**config.mk**
```make
export PLATFORM = sky130hd
export DESIGN_NAME = idli_sqr_m
export DESIGN_NICKNAME = d
export VERILOG_FILES = /design/src/rtl/idli_sqr_m.sv
export SDC_FILE = /design/constraint.sdc
export NUM_CORES = 1
export LEC_CHECK = 0
export ABC_CLOCK_PERIOD_IN_PS = 2600
export CORE_MARGIN = 2
export CORE_UTILIZATION = 42
export DETAILED_ROUTE_END_ITERATION = 12
export GPL_TIMING_DRIVEN = 1
export HOLD_SLACK_MARGIN = 0.06
export PLACE_DENSITY_LB_ADDON = 0.25
export SETUP_SLACK_MARGIN = 0.3
export SLEW_MARGIN = 20
export SYNTH_ARGS = -nofsm -noshare
export SYNTH_HDL_FRONTEND = slang
export SYNTH_SLANG_ARGS = --single-unit
```
**constraint.sdc**
```tcl
create_clock -name i_sqr_gck -period 2.6 [get_ports i_sqr_gck]
set_clock_uncertainty 0.2 [all_clocks]
set_input_delay 0.39 -clock i_sqr_gck [delete_from_list [all_inputs] [get_ports i_sqr_gck]]
set_output_delay 0.39 -clock i_sqr_gck [all_outputs]
set_load 0.01 [all_outputs]
```
**src/rtl/idli_sqr_m.sv**
```systemverilog
// Instruction sequencer for the idli nibble-serial core: walks ADDR/WAIT/DATA/EXEC,
// gates the PC clock, streams the fetch address and assembles the 16-bit instruction.
module idli_sqr_m (
  input  logic        i_sqr_gck,
  input  logic        i_sqr_rst,
  input  logic        i_sqr_halt,
  input  logic [3:0]  i_sqr_pc_q,
  input  logic        i_sqr_mem_rdy,
  input  logic [3:0]  i_sqr_mem_data,
  output logic [3:0]  o_sqr_mem_addr,
  output logic        o_sqr_mem_addr_vld,
  output logic        o_sqr_pc_en,
  output logic        o_sqr_ctr_last_cycle,
  output logic [1:0]  o_sqr_ctr,
  output logic        o_sqr_core_en,
  output logic [15:0] o_sqr_instr,
  output logic        o_sqr_halted
);

  typedef enum logic [2:0] {
    ST_IDLE,
    ST_ADDR,
    ST_WAIT,
    ST_DATA,
    ST_EXEC,
    ST_HALT
  } state_t;

  state_t      state_q, state_d;
  logic [1:0]  ctr_q, ctr_d;
  logic [15:0] instr_q;
  logic        ctr_wrap;
  logic        counting;

  assign ctr_wrap = (ctr_q == 2'd3);

  // NOTE: state_d and ctr_d are given defaults first so no latch is inferred.
  always_comb begin
    state_d = state_q;
    case (state_q)
      ST_IDLE: state_d = i_sqr_halt ? ST_HALT : ST_ADDR;
      ST_ADDR: if (ctr_wrap) state_d = ST_WAIT;
      ST_WAIT: if (i_sqr_mem_rdy) state_d = ST_DATA;
      ST_DATA: if (ctr_wrap) state_d = ST_EXEC;
      ST_EXEC: if (ctr_wrap) state_d = i_sqr_halt ? ST_HALT : ST_ADDR;
      ST_HALT: if (!i_sqr_halt) state_d = ST_ADDR;
      default: state_d = ST_IDLE;
    endcase

    // The 3->0 wrap always coincides with a state change, so staying put means ctr < 3.
    counting = (state_q == ST_ADDR) || (state_q == ST_DATA) || (state_q == ST_EXEC);
    ctr_d    = 2'd0;
    if (counting && (state_d == state_q)) ctr_d = ctr_q + 2'd1;
  end

  // NOTE: sequential state uses <= so every register updates from pre-edge values.
  always_ff @(posedge i_sqr_gck) begin
    if (i_sqr_rst) begin
      state_q              <= ST_IDLE;
      ctr_q                <= 2'd0;
      instr_q              <= 16'h0000;
      o_sqr_mem_addr_vld   <= 1'b0;
      o_sqr_pc_en          <= 1'b0;
      o_sqr_ctr_last_cycle <= 1'b0;
      o_sqr_core_en        <= 1'b0;
      o_sqr_halted         <= 1'b0;
    end else begin
      state_q <= state_d;
      ctr_q   <= ctr_d;
      // First nibble captured ends up in instr[3:0] after four shifts.
      if (state_q == ST_DATA) instr_q <= {i_sqr_mem_data, instr_q[15:4]};
      // Outputs are decoded from the next state so they line up with state_q.
      o_sqr_mem_addr_vld   <= (state_d == ST_ADDR);
      o_sqr_pc_en          <= (state_d == ST_ADDR);
      o_sqr_ctr_last_cycle <= (state_d == ST_ADDR) && (ctr_d == 2'd3);
      o_sqr_core_en        <= (state_d == ST_EXEC);
      o_sqr_halted         <= (state_d == ST_HALT);
    end
  end

  assign o_sqr_ctr      = ctr_q;
  assign o_sqr_instr    = instr_q;
  assign o_sqr_mem_addr = o_sqr_mem_addr_vld ? i_sqr_pc_q : 4'h0;

endmodule

```
# Word level (Yosys, flattened, before mapping)
# Cells that the tools add are included.
[classes]
addsub = 1
n_reduce_logical = 5
muxes = 9
eq_ne = 11
[op_table]
columns = ["op", "n"]
rows = [
  ["$mux W3", 6],
  ["$pmux W3 S6", 1],
  ["$eq A3 B3 Y1 const B", 4],
  ["$eq A3 B1 Y1 const B", 2],
  ["$eq A3 B2 Y1 const B", 2],
  ["$eq A2 B2 Y1 const B", 2],
  ["$mux W4", 1],
  ["$eq A3 B3 Y1", 1],
  ["$logic_not A3 Y1", 1],
  ["$add A2 B1 Y2 const B", 1],
  ["$logic_and A1 B1 Y1", 2],
  ["$logic_or A1 B1 Y1", 2],
  ["$mux W2", 1],
]
[totals]
wordCells = 33
output_inout_bits = 27
regBits = 25

# Logic depth before layout (Yosys ltp)
[depth]
word_depth = 8
mapped_depth = 6
depth_no_buf = 5

# Worst setup path after synthesis
# OpenSTA, ideal clock, no wires.
[synth_path]
path_kind = "register -> register"
startpoint = "register ctr_q[0], in the netlist o_sqr_ctr[0]"
endpoint = "register o_sqr_halted"
path_stages_with_launch = 5
required_ps = 2340
arrival_ps = 1209
setup_slack_ps = 1131
path_cell_list = "dfxtp_1 -> ha_1 -> nor2b_1 -> a222oi_1 -> and2_1"
[synth_via]
elab_chain_len = 4
[synth_rtl]
columns = ["item", "line", "source"]
rows = [
  ["from (decl)", "30", "logic [1:0] ctr_q, ctr_d;"],
  ["from (signal assigned)", "69", "ctr_q <= ctr_d;"],
  ["$eq A2 B2 Y1 (*)", "35", "assign ctr_wrap = (ctr_q == 2'd3);"],
  ["$mux W3, on equally long branches", "45, 42, 44", ""],
  ["$pmux W3 S6 (*)", "40", "case (state_q)"],
  ["$eq A3 B3 Y1 (*)", "77", "o_sqr_halted <= (state_d == ST_HALT);"],
  ["to (signal assigned)", "77", ""],
  ["to (decl)", "17", "output logic o_sqr_halted"],
]
# Every way passes the cells marked *; elsewhere a longest branch is shown, timed or not.
# A chain may end at the register's enable or synchronous reset.

# Worst setup path after layout
[layout_path]
startpoint = "input port i_sqr_pc_q[3]"
endpoint = "output port o_sqr_mem_addr[3]"
[layout_via]
elab_chain_len = 1
[layout_rtl]
columns = ["item", "line", "source"]
rows = [
  ["from (decl)", "7", "input logic [3:0] i_sqr_pc_q,"],
  ["$mux W4", "83", "assign o_sqr_mem_addr = o_sqr_mem_addr_vld ? i_sqr_pc_q : 4'h0;"],
  ["to (decl)", "10", "output logic [3:0] o_sqr_mem_addr,"],
]
# Every way passes these cells.

==> results.md <==
* Gr usage total at 0.153
* Main combinational cell family by area after synthesis: simple AND/OR/NAND/NOR gates
* Std cell rows at 17
* Leak at 0.486 nW
* ANT nets after route at 0
* Unrepaired setup endpoints after global routing: no
* Deepest clock path buffer count at 2
* N_diodes at 0
* Compound-cell area share of the yosys netlist at 0.147
* Count leader, synth: nand2_1
* Die X at 51.9 um
* Mux share of post-synthesis cell area at 0
* Post-synthesis xor/xnor area fraction at 0.00908
* Startpoint types: input pin
* Hold-fix buffers at CTS at 0
* Fin util at 0.629
* Crit-path slowest cell: clkdlybuf4s50_1
* Initial antenna violation count at 0
* Slew margin rel. at 0.679
* Final Max Tran Viols at 0
* Router iterations before antenna repair at 4
* Final cell count without fillers at 179
* Synth cell count leaders: nand2_1 (36), dfxtp_1 (25), a21oi_1 (17)
* Buffers & Inverters on Critical Path at 2
* Tcrit/Tclk final at 0.800
* Seq. cell area at 500 um^2
* Cell Pwr Density at 465 nW/um^2
* Initial DRC Count at 35
* Residual DRC at 0
* Setup bufs post-CTS at 0
* Vias/cell at 4.90
* Syn nets at 127
* CTS tree: built
* FF+latch count, synth at 25
* Dpl hpwl at 1430 um
* Placeable Area at 2190 um^2
* # fillers at between 150 and 200
* Pwr Total at ~640 uW
* Initial Util at 0.440
* End point of the worst hold path: o_sqr_instr[3]$_SDFFE_PP0P_
* Final hold viol count at 0
* Inst Count DP at about 180
* Drt wl/cell at around 11 um
* Multi-input logic area at 413 um^2
* Share of the synthesized area in the top cell type at 0.519
* CP cell instances: clkdlybuf4s50_1, and2_1, clkdlybuf4s50_1
* # setup viols final at 0
* EDFF count, synth at 0
* Hold depth at 2
* Clk slew on worst S/H paths at 0.12 ns
* Yosys Warn Count at 0
* HP Start: o_sqr_instr[3]$_SDFFE_PP0P_
* Register area share after synthesis at 0.519
* Routability cong. at 0.792
* Share of cells above drive strength 1 at 0.0530
* Avg Inst Size Synth at 8.46 um^2
* # Max-Cap Violations at 0
* Fin crit period at 2.08 ns
* Outcome: completed
* Required @ worst endpoint at 2.01 ns
* Ys async rst share at 0
* Worst R2R End: o_sqr_instr[2]$_SDFFE_PP0P_
* First-pass GRT wire length at about 3000 um
* Ys flop type: dfxtp_1
* Io pins at 39
* CP arrival at 1.49 ns
* Vias in the first global route at 706
* CP Class: input pin to primary output
* Setup TNS at 0 ns
* R2R cell count at 4
* Max Fanout on Critical Path at 1
* CTS Sinks at 25
* Worst Hold Class: flop to flop
* PnR worst setup slack at 0.519 ns
* Worst skew pair latency at 0.30 ns
* Synth area leaders: dfxtp_1 (52%), nand2_1 (14%), a21oi_1 (8.8%), and2_1 (3.2%), nor2b_1 (1.9%)
* Max incr delay on CP at around 0.53 ns
* Pin count of the biggest net entering global routing at 21
* Remaining Overflow, GRT at 0
* Worst R2R Start: state_q[0]$_SDFF_PP0_
* CP delay by family, top: buffers and inverters
* Placement Setup Slack at approximately 0.5 ns
* CTS H-tree lvls at 1
* WL final at 1950 um
* Nature of the critical path endpoint: primary output
* Area growth syn-to-layout at 42.8%
* Post-synthesis simple-gate area fraction at 0.259
* Synth Instances at roughly 110
* Chip height at ~52 um
* Vias post-DR at ~880
* Yosys top cell by area: dfxtp_1
* Mapped cell area at 965 um^2
* Crit-path most repeated cell: clkdlybuf4s50_1
* Total die area at ~2700 um^2
* Post-CTS sizing at 0
* Post-Synth Adder-Cell Area at 0.0130
* Worst Tran Pin Value at 0.480 ns
* R2r setup slk at 1.01 ns
* Total Nets Final at 165
* Peak supply drop at around 320 uV
* FMAX at between 0.4 and 0.5 GHz
* Root Buffer: clkbuf_4
* I/O Buffers at 38
* Distinct cells, synth at 25
* Inserted Clock Buffers at 3
## registers in the layout, indices dropped and copies added, names as in the netlist
| signal | count |
|---|---|
| o_sqr_pc_en | 1 |
| o_sqr_ctr | 2 |
| o_sqr_ctr_last_cycle | 1 |
| state_q | 3 |
| o_sqr_instr | 16 |
| o_sqr_core_en | 1 |
| o_sqr_halted | 1 |
## worst register-to-register path, stage by stage, from the launching register on
cell	delay (ns)
dfxtp_1	0.45
nor2b_2	0.25
nand2_1	0.32
nand2_1	0.19
a21oi_1	0.08
## worst max path at each step
| stage | startpoint | to | slack, ns | cells past startpoint |
|---|---|---|---|---|
| finish | i_sqr_pc_q[3] | o_sqr_mem_addr[3] | 0.52 | 3 |
| global route | i_sqr_pc_q[3] | o_sqr_mem_addr[3] | 0.44 | 3 |
| CTS | i_sqr_pc_q[3] | o_sqr_mem_addr[3] | 0.51 | 3 |
| detailed placement | i_sqr_pc_q[3] | o_sqr_mem_addr[3] | 0.52 | 3 |
| global placement | i_sqr_pc_q[0] | o_sqr_mem_addr[0] | 0.53 | 3 |
| floorplan | o_sqr_ctr[0]$_SDFF_PP0_ | o_sqr_halted$_SDFF_PP0_ | 1.13 | 4 |
## metal layers
metal / GRT usage / wire (um) / vias up
met5: 0 / 0 / -
met1: 0.193 / 836 / 396
met4: 0.0877 / 21 / 0
li1: - / - / 444
met2: 0.228 / 913 / 35
met3: 0.0489 / 180 / 2
## per-stage QoR
| stage | hold slack, ns | area, um^2 |
|---|---|---|
| floorplan | 0.260 | 965 |
| global placement | 0.242 | 1350 |
| detailed placement | 0.248 | 1350 |
| CTS | 0.266 | 1380 |
| global route | 0.286 | 1380 |
| finish | 0.260 | 1380 |
## layout by cell type (no fill, tap or decap), types with 2 or more instances in the layout
cell type	instances
nor2_1	4
nand2_1	36
dfxtp_1	25
and2_1	5
a21oi_1	17
o21ai_0	2
clkdlybuf4s50_1	38
buf_4	2
nor2b_1	3
nor3b_1	2
clkbuf_4	3
inv_1	2
## area by class of cell
type,instances,share of cell area
multi-input combinational,80,0.300
clock buffer,4,0.0191
tap,28,0.0254
inverter,2,0.00545
timing repair buffer,40,0.287
sequential,25,0.363
## cells by family (layout without fill, tap and decap cells)
logic type,count (synthesis),in the layout
and+or+nand+nor,54,54
DFF,25,25
AOI/OAI and AO/OA,24,24
buffers and inverters,9,46
adders and majority gates,1,1
xor gates and xnor gates,1,1
## where the power goes
part	leakage (nW)	switching [mW]	internal, mW	total [mW]
sequential	0.203	0.00836	0.392	0.400
clock	0.0150	0.103	0.0597	0.163
combinational	0.268	0.0306	0.0479	0.0785
Power figures use the tool's default switching activity.
